`config.mk`:
```
export PLATFORM = sky130hd
export DESIGN_NAME = ahb_sram_bridge
export DESIGN_NICKNAME = d
export VERILOG_FILES = /design/src/rtl/ahb_sram_bridge.sv
export SDC_FILE = /design/constraint.sdc
export NUM_CORES = 1
export LEC_CHECK = 0
export ABC_AREA = 0
export BUFFER_PORTS_ARGS = -buffer_cell sky130_fd_sc_hd__buf_2
export CAP_MARGIN = 25
export CORE_AREA = 4 4 97 99
export CTS_CLUSTER_SIZE = 10
export DETAILED_ROUTE_END_ITERATION = 7
export DIE_AREA = 0 0 101 103
export PLACE_DENSITY = 0.9
export SYNTH_ARGS = -nofsm -noshare
export SYNTH_HDL_FRONTEND = slang
export SYNTH_SLANG_ARGS = --single-unit
export TNS_END_PERCENT = 100
```
`constraint.sdc`:
```
create_clock -name HCLK -period 4.75 [get_ports HCLK]
set_input_delay 0.95 -clock HCLK [delete_from_list [all_inputs] [get_ports HCLK]]
set_output_delay 0.95 -clock HCLK [all_outputs]
set_load 0.01 [all_outputs]
```
`src/rtl/ahb_sram_bridge.sv`:
```
// AHB-Lite slave for the 3Kx32 single-port data SRAM: zero-wait reads and writes through a
// one-entry write buffer with read forwarding; transfers wider than a word get a two-cycle ERROR.
module ahb_sram_bridge #(
  parameter int AW = 12
) (
  input  logic          HCLK,
  input  logic          HRESET,
  input  logic          HSEL,
  input  logic [31:0]   HADDR,
  input  logic [1:0]    HTRANS,
  input  logic          HWRITE,
  input  logic [2:0]    HSIZE,
  input  logic [31:0]   HWDATA,
  input  logic          HREADY,
  output logic [31:0]   HRDATA,
  output logic          HREADYOUT,
  output logic          HRESP,
  input  logic [31:0]   SRAMRDATA,
  output logic [3:0]    SRAMWEN,
  output logic [31:0]   SRAMWDATA,
  output logic          SRAMCS0,
  output logic [AW-1:0] SRAMADDR
);

  typedef enum logic [1:0] {IDLE, ERR1, ERR2} state_t;

  state_t        state_q, state_d;
  logic          rd_q, rd_d, wr_q, wr_d;
  logic [AW-1:0] addr_q, addr_d;
  logic [3:0]    mask_q, mask_d, mask_now;
  logic          wb_valid_q, wb_valid_d;
  logic [AW-1:0] wb_addr_q, wb_addr_d;
  logic [3:0]    wb_be_q, wb_be_d;
  logic [31:0]   wb_data_q, wb_data_d;
  logic          wb_load;
  logic          accept, size_err, acc_ok, rd_acc;
  logic [AW-1:0] haddr_word;
  logic [31:0]   fwd_data;
  logic          unused_bits;

  assign unused_bits = ^{HADDR[31:AW+2], HTRANS[0]};
  assign haddr_word  = HADDR[AW+1:2];
  assign accept      = HSEL & HTRANS[1] & HREADY;
  assign size_err    = (HSIZE > 3'd2);
  assign acc_ok      = accept & ~size_err;
  assign rd_acc      = acc_ok & ~HWRITE;

  always_comb begin
    mask_now = 4'b1111;
    case (HSIZE)
      3'd0:    mask_now = 4'b0001 << HADDR[1:0];
      3'd1:    mask_now = 4'b0011 << {HADDR[1], 1'b0};
      default: mask_now = 4'b1111;
    endcase
  end

  // Phase registers only advance when the bus advances; an errored transfer leaves them clear.
  always_comb begin
    rd_d   = rd_q;
    wr_d   = wr_q;
    addr_d = addr_q;
    mask_d = mask_q;
    if (HREADY) begin
      rd_d   = rd_acc;
      wr_d   = acc_ok & HWRITE;
      addr_d = acc_ok ? haddr_word : '0;
      mask_d = acc_ok ? mask_now : '0;
    end
  end

  always_comb begin
    SRAMCS0    = 1'b0;
    SRAMWEN    = 4'b0000;
    SRAMADDR   = '0;
    SRAMWDATA  = '0;
    wb_valid_d = wb_valid_q;
    wb_addr_d  = wb_addr_q;
    wb_be_d    = wb_be_q;
    wb_data_d  = wb_data_q;
    wb_load    = 1'b0;
    if (rd_acc) begin
      SRAMCS0  = 1'b1;
      SRAMADDR = haddr_word;
      if (wr_q) begin
        wb_load    = 1'b1;
        wb_valid_d = 1'b1;
        wb_addr_d  = addr_q;
        wb_be_d    = mask_q;
        wb_data_d  = HWDATA;
      end
    end else if (wb_valid_q) begin
      SRAMCS0    = 1'b1;
      SRAMWEN    = wb_be_q;
      SRAMADDR   = wb_addr_q;
      SRAMWDATA  = wb_data_q;
      wb_valid_d = 1'b0;
    end else if (wr_q) begin
      SRAMCS0   = 1'b1;
      SRAMWEN   = mask_q;
      SRAMADDR  = addr_q;
      SRAMWDATA = HWDATA;
    end
    if (HRESET) begin
      SRAMCS0   = 1'b0;
      SRAMWEN   = 4'b0000;
      SRAMADDR  = '0;
      SRAMWDATA = '0;
    end
  end

  // The RAM still holds pre-buffer data for this word, so overlay the pending bytes.
  always_comb begin
    fwd_data = SRAMRDATA;
    if (wb_valid_q && (wb_addr_q == addr_q)) begin
      for (int i = 0; i < 4; i++) begin
        if (wb_be_q[i]) fwd_data[8*i +: 8] = wb_data_q[8*i +: 8];
      end
    end
    HRDATA = (rd_q && !HRESET) ? fwd_data : 32'h0;
  end

  always_comb begin
    state_d   = state_q;
    HREADYOUT = 1'b1;
    HRESP     = 1'b0;
    case (state_q)
      IDLE: state_d = IDLE;
      ERR1: begin
        HREADYOUT = 1'b0;
        HRESP     = 1'b1;
        state_d   = ERR2;
      end
      ERR2: begin
        HRESP   = 1'b1;
        state_d = IDLE;
      end
      default: state_d = IDLE;
    endcase
    if (accept && size_err) state_d = ERR1;
    if (HRESET) begin
      HREADYOUT = 1'b1;
      HRESP     = 1'b0;
    end
  end

  always_ff @(posedge HCLK) begin
    if (HRESET) begin
      state_q    <= IDLE;
      rd_q       <= 1'b0;
      wr_q       <= 1'b0;
      addr_q     <= '0;
      mask_q     <= '0;
      wb_valid_q <= 1'b0;
      wb_addr_q  <= '0;
      wb_be_q    <= '0;
      wb_data_q  <= '0;
    end else begin
      state_q    <= state_d;
      rd_q       <= rd_d;
      wr_q       <= wr_d;
      addr_q     <= addr_d;
      mask_q     <= mask_d;
      wb_valid_q <= wb_valid_d;
      wb_addr_q  <= wb_addr_d;
      wb_be_q    <= wb_be_d;
      wb_data_q  <= wb_data_d;
    end
  end

  // A write data phase always follows a non-read address phase, which drains the buffer first.
  wb_overrun_chk: assert property (@(posedge HCLK) disable iff (HRESET) !(wb_load && wb_valid_q));

endmodule

```
* Word-level counts from Yosys, hierarchy flattened
Cells that the tools add are included.
** Storage, ports and cells
- Flip-flop bits (word level) :: 69
- Output and inout port bits :: 83
** Cells by class
- $lt $le $gt $ge :: 1
- Equality and inequality tests :: 4
- Shift operators :: 2
- Multiplexer cells :: 31
- Bitwise logic cells :: 8
- Reductions and logical operators :: 9
** Operators by type and width (count)
- two-way mux 32 bit :: 6
- two-way mux 12 bit :: 5
- two-way mux 8 bit :: 4
- two-way mux 4 bit :: 5
- equality test 12 bit :: 1
- two-way mux 1 bit :: 9
- case mux 4 bit (2 select lines) :: 1
- OR reduction 2 bit :: 3
- AND 1 bit :: 5
- left shift 1 x 2 -> 4 bit (first input constant) :: 1
- left shift 2 x 2 -> 4 bit (first input constant) :: 1
- equality test 3 x 1 -> 1 bit (second input constant) :: 1
- > comparator 3 x 2 -> 1 bit (second input constant) :: 1
- logical AND 1 bit :: 3
- logical NOT 3 bit :: 1
- inverter 1 bit :: 3
- equality test 2 x 1 -> 1 bit (second input constant) :: 1
- equality test 2 bit (second input constant) :: 1
- two-way mux 2 bit :: 1
- AND reduction 2 bit :: 1
- logical NOT 1 bit :: 1

* Longest topological paths before layout
- Word-level depth :: 6
- Mapped depth :: 6
- Mapped depth without buffers :: 4

* Least setup slack after synthesis
OpenSTA, ideal clock, no wires.
- Kind :: in2out
- Start point :: in HSIZE[0]
- End point :: out SRAMADDR[10]
- Arrival time :: 2.114 ns
- Path slack :: 1.686 ns
- Stages :: 5
- Cell sequence :: a21oi_1 > nand2b_1 > nor3_1 > clkbuf_1 > o2bb2ai_1
** Between the ends
- Longest elaborated chain between the ends :: 6
** Ends and longest elaborated chain
- start: declaration :: RTL line 12 : input logic [2:0] HSIZE,
- > comparator 3 x 2 -> 1 bit :: RTL line 44 : assign size_err = (HSIZE > 3'd2);
- inverter 1 bit :: RTL line 45 : assign acc_ok = accept & ~size_err;
- AND 1 bit :: RTL line 45
- AND 1 bit :: RTL line 46 : assign rd_acc = acc_ok & ~HWRITE;
- two-way mux 12 bit :: RTL line 81 : if (rd_acc) begin
- two-way mux 12 bit :: RTL line 103 : if (HRESET) begin
- end: declaration :: RTL line 22 : output logic [AW-1:0] SRAMADDR
No other way between the ends.

* Final worst setup path
- Start point :: in HSIZE[0]
- End point :: out SRAMADDR[6]
The elaborated chain is that of the path after synthesis.

==> metrics.yaml <==
detailed_routing:
  drc: 0
  drt_first_pass_iters: 4
  vias: 4636
  antenna_left: 0
  via_per_inst: 5.29
  finalWirelength_um: 12400
  drt_iter0_drc: 246
  wl_per_cell_um: 14.2
grt:
  grt_max_degree: 57
  grt_util_met1: 0.284
  grt_usage: 0.231
  grt_pass1_wl_um: 19400
  grt_pass1_vias: 4113
  grt-busiest-layer: "met2"
  antenna_found_initial: 0
  grt_overflow_total: 0
  gr-usage-met3: 0.0494
  gr-usage-met2: 0.403
cells_and_area:
  fillCellCount: 824
  multi_input_area_um2: 2650
  final_common_cell: "nand2_1"
  layout.nets: 872
  seq_area_um2: 1380
  layout-drive-gt1-share: 0.272
  instances_no_fill: 877
  synthToLayoutAreaGrowth_pct: 26.4
  layout_common_cells: "204 x nand2_1, 169 x buf_2, 97 x nor2_1"
  antenna_cells: 0
floorplanning:
  die_w_um: 101
  core_um2: 8550
  die_area_um2: 10400
  start_util: 0.494
  io_pins: 189
  dieHeight_um: 103
  rows: 34
logic_synthesis:
  synth_cells: 625
  synth_ff_type: "dfxtp_1"
  synth_seq_cells: 69
  syn_avg_cell_area_um2: 6.75
  synth_edf_count: 0
  synth_top_cell_area_share: 0.327
  yosysWarnings: 0
  yosysTopAreaCell: "dfxtp_1"
  ys_seq_area_frac: 0.327
  syn_nets: 732
  synth_cell_types: 28
  synth.area.top_cells: "dfxtp_1 33%, nand2_1 18%, a21oi_1 11%, nor2_1 8.6%, mux2i_1 7.6%"
  synth_area_um2: 4220
  async_flop_share: 0
clock_tree:
  clock-sinks: 69
  ctsHoldBuffers: 0
  cts-buffers-inserted: 9
  path_clk_slew_ns: 0.07
  clk_latency_ns: 0.33
  cts_resized: 0
  cts_tree: "yes"
  clock_path_buffers: 2
  postCtsSetupRepairBufs: 0
  root_buffer: "clkbuf_8"
  cts-htree-levels: 3
sta:
  fmax_mhz: 272
  fin_crit_ns: 3.67
  relSlewSlack: 0.454
  worst_slew_pin_slew_ns: 0.812
  rsz0062_at_grt: "no"
  fin_crit_sh: 0.773
  skew_ns: 0.00554
  setup_viol: 0
  finalHoldViolations: 0
  fin_setup_tns_ns: 0
  maxSlewViolCount: 0
critical_path:
  crit_buf_inv: 3
  worstPathRequired_ns: 3.80
  critical_path_class: "input pin to output pin"
  path_common_cell: "buf_2"
  cp_top_family: "compound AO/OA/AOI/OAI gates"
  slowest_stage: "a21oi_1"
  slowest_delay_ns: 0.51
  cp-start-kind: "input pin"
  arrival_ns: 2.72
  crit_chain: "buf_2 > a21oi_1 > nand2b_1 > nor3_1 > buf_4 > o2bb2ai_1 > buf_2"
  critPathCaptureType: "output pin"
  path_max_fanout: 11
placement:
  dp_hpwl_um: 8750
  portBuffers: 169
  gp_congestion: 0.835
  dp.cells: 861
job:
  cap_violations: 0
run_status:
  status: "finished, final reports clean"
pwr:
  p_per_area_nw_per_um2: 223
  p_leak_nw: 2.16
  vdd_drop_max_mv: 0.159
hold_path:
  hold_class: "flop to flop"
area by class of cell:
type,instances,area share
repair buffers,179,0.179
flip-flops and latches,69,0.259
multi-input cells,503,0.496
inverters,3,0.00211
well taps,108,0.0253
clock buffers,11,0.0246
clock inverters,4,0.0138
tightest hold or removal path, stage by stage, from the launching register on:
cell and delay [ns]:
dfxtp_1 0.32, nand2_1 0.05, a21oi_1 0.05
worst paths after layout:
kind	slack, ns	to	cells past startpoint	from
max	1.08	SRAMADDR[6]	7	HSIZE[0]
min	0.47	wb_be_q[2]$_SDFFE_PP0P_	2	wb_be_q[2]$_SDFFE_PP0P_
max reg2reg	2.79	wb_data_q[8]$_SDFFE_PP0P_	5	wr_q$_SDFFE_PP0P_
min reg2reg	0.47	wb_be_q[2]$_SDFFE_PP0P_	2	wb_be_q[2]$_SDFFE_PP0P_
cell usage after synthesis, types with 4 or more instances:
library cell,count
o21ai_0,4
mux2i_1,32
nand2_1,204
dfxtp_1,69
clkbuf_1,30
nand3_1,5
xnor2_1,7
nor2b_1,4
xnor2_2,5
nor4_4,4
nor2_1,97
buf_2,11
o2bb2ai_1,12
buf_1,8
a22oi_1,23
a21oi_1,92
metrics by stage:
| step | power [mW] | setup slack [ns] | hold slack (ns) | instance area, um2 | util |
|---|---|---|---|---|---|
| after floorplan | 0.636 | 1.69 | 0.445 | 4220 | - |
| after global placement | 0.690 | 1.12 | 0.459 | 5100 | 0.597 |
| after detailed placement | 0.692 | 1.11 | 0.464 | 5100 | 0.597 |
| after CTS | 1.20 | 1.10 | 0.474 | 5310 | 0.621 |
| after global routing | 1.24 | 0.921 | 0.492 | 5340 | 0.624 |
| final | 1.19 | 1.08 | 0.474 | 5340 | 0.624 |
sequential cells by signal (all words and copies together) (netlist names):
signal      flops
mask_q          4
wb_addr_q      12
state_q         2
wr_q            1
wb_be_q         4
rd_q            1
addr_q         12
wb_valid_q      1
wb_data_q      32
logic make-up (layout without fill, tap and decap cells):
logic type | after synthesis | count (layout) | share of synthesized area
xor gates and xnor gates | 12 | 12 | 0.0338
adders and majority gates | 1 | 1 | 0.00296
DFF | 69 | 69 | 0.327
buffers and inverters | 53 | 197 | 0.0513
AOI/OAI and AO/OA | 133 | 133 | 0.183
muxes | 32 | 32 | 0.0759
and+or+nand+nor | 325 | 325 | 0.326
where the power goes:
part	total [mW]	internal [mW]	leakage, nW	switching, mW
Clock	0.511	0.294	0.103	0.218
Combinational	0.0959	0.0412	1.50	0.0547
Sequential	0.583	0.580	0.556	0.00233
per-layer routing:
layer,routed length (um),share of wire
met2,6140,0.49
met1,5040,0.41
met3,1020,0.082
met5,0,0
met4,223,0.018
No activity file was read; power rests on OpenSTA's default activity.
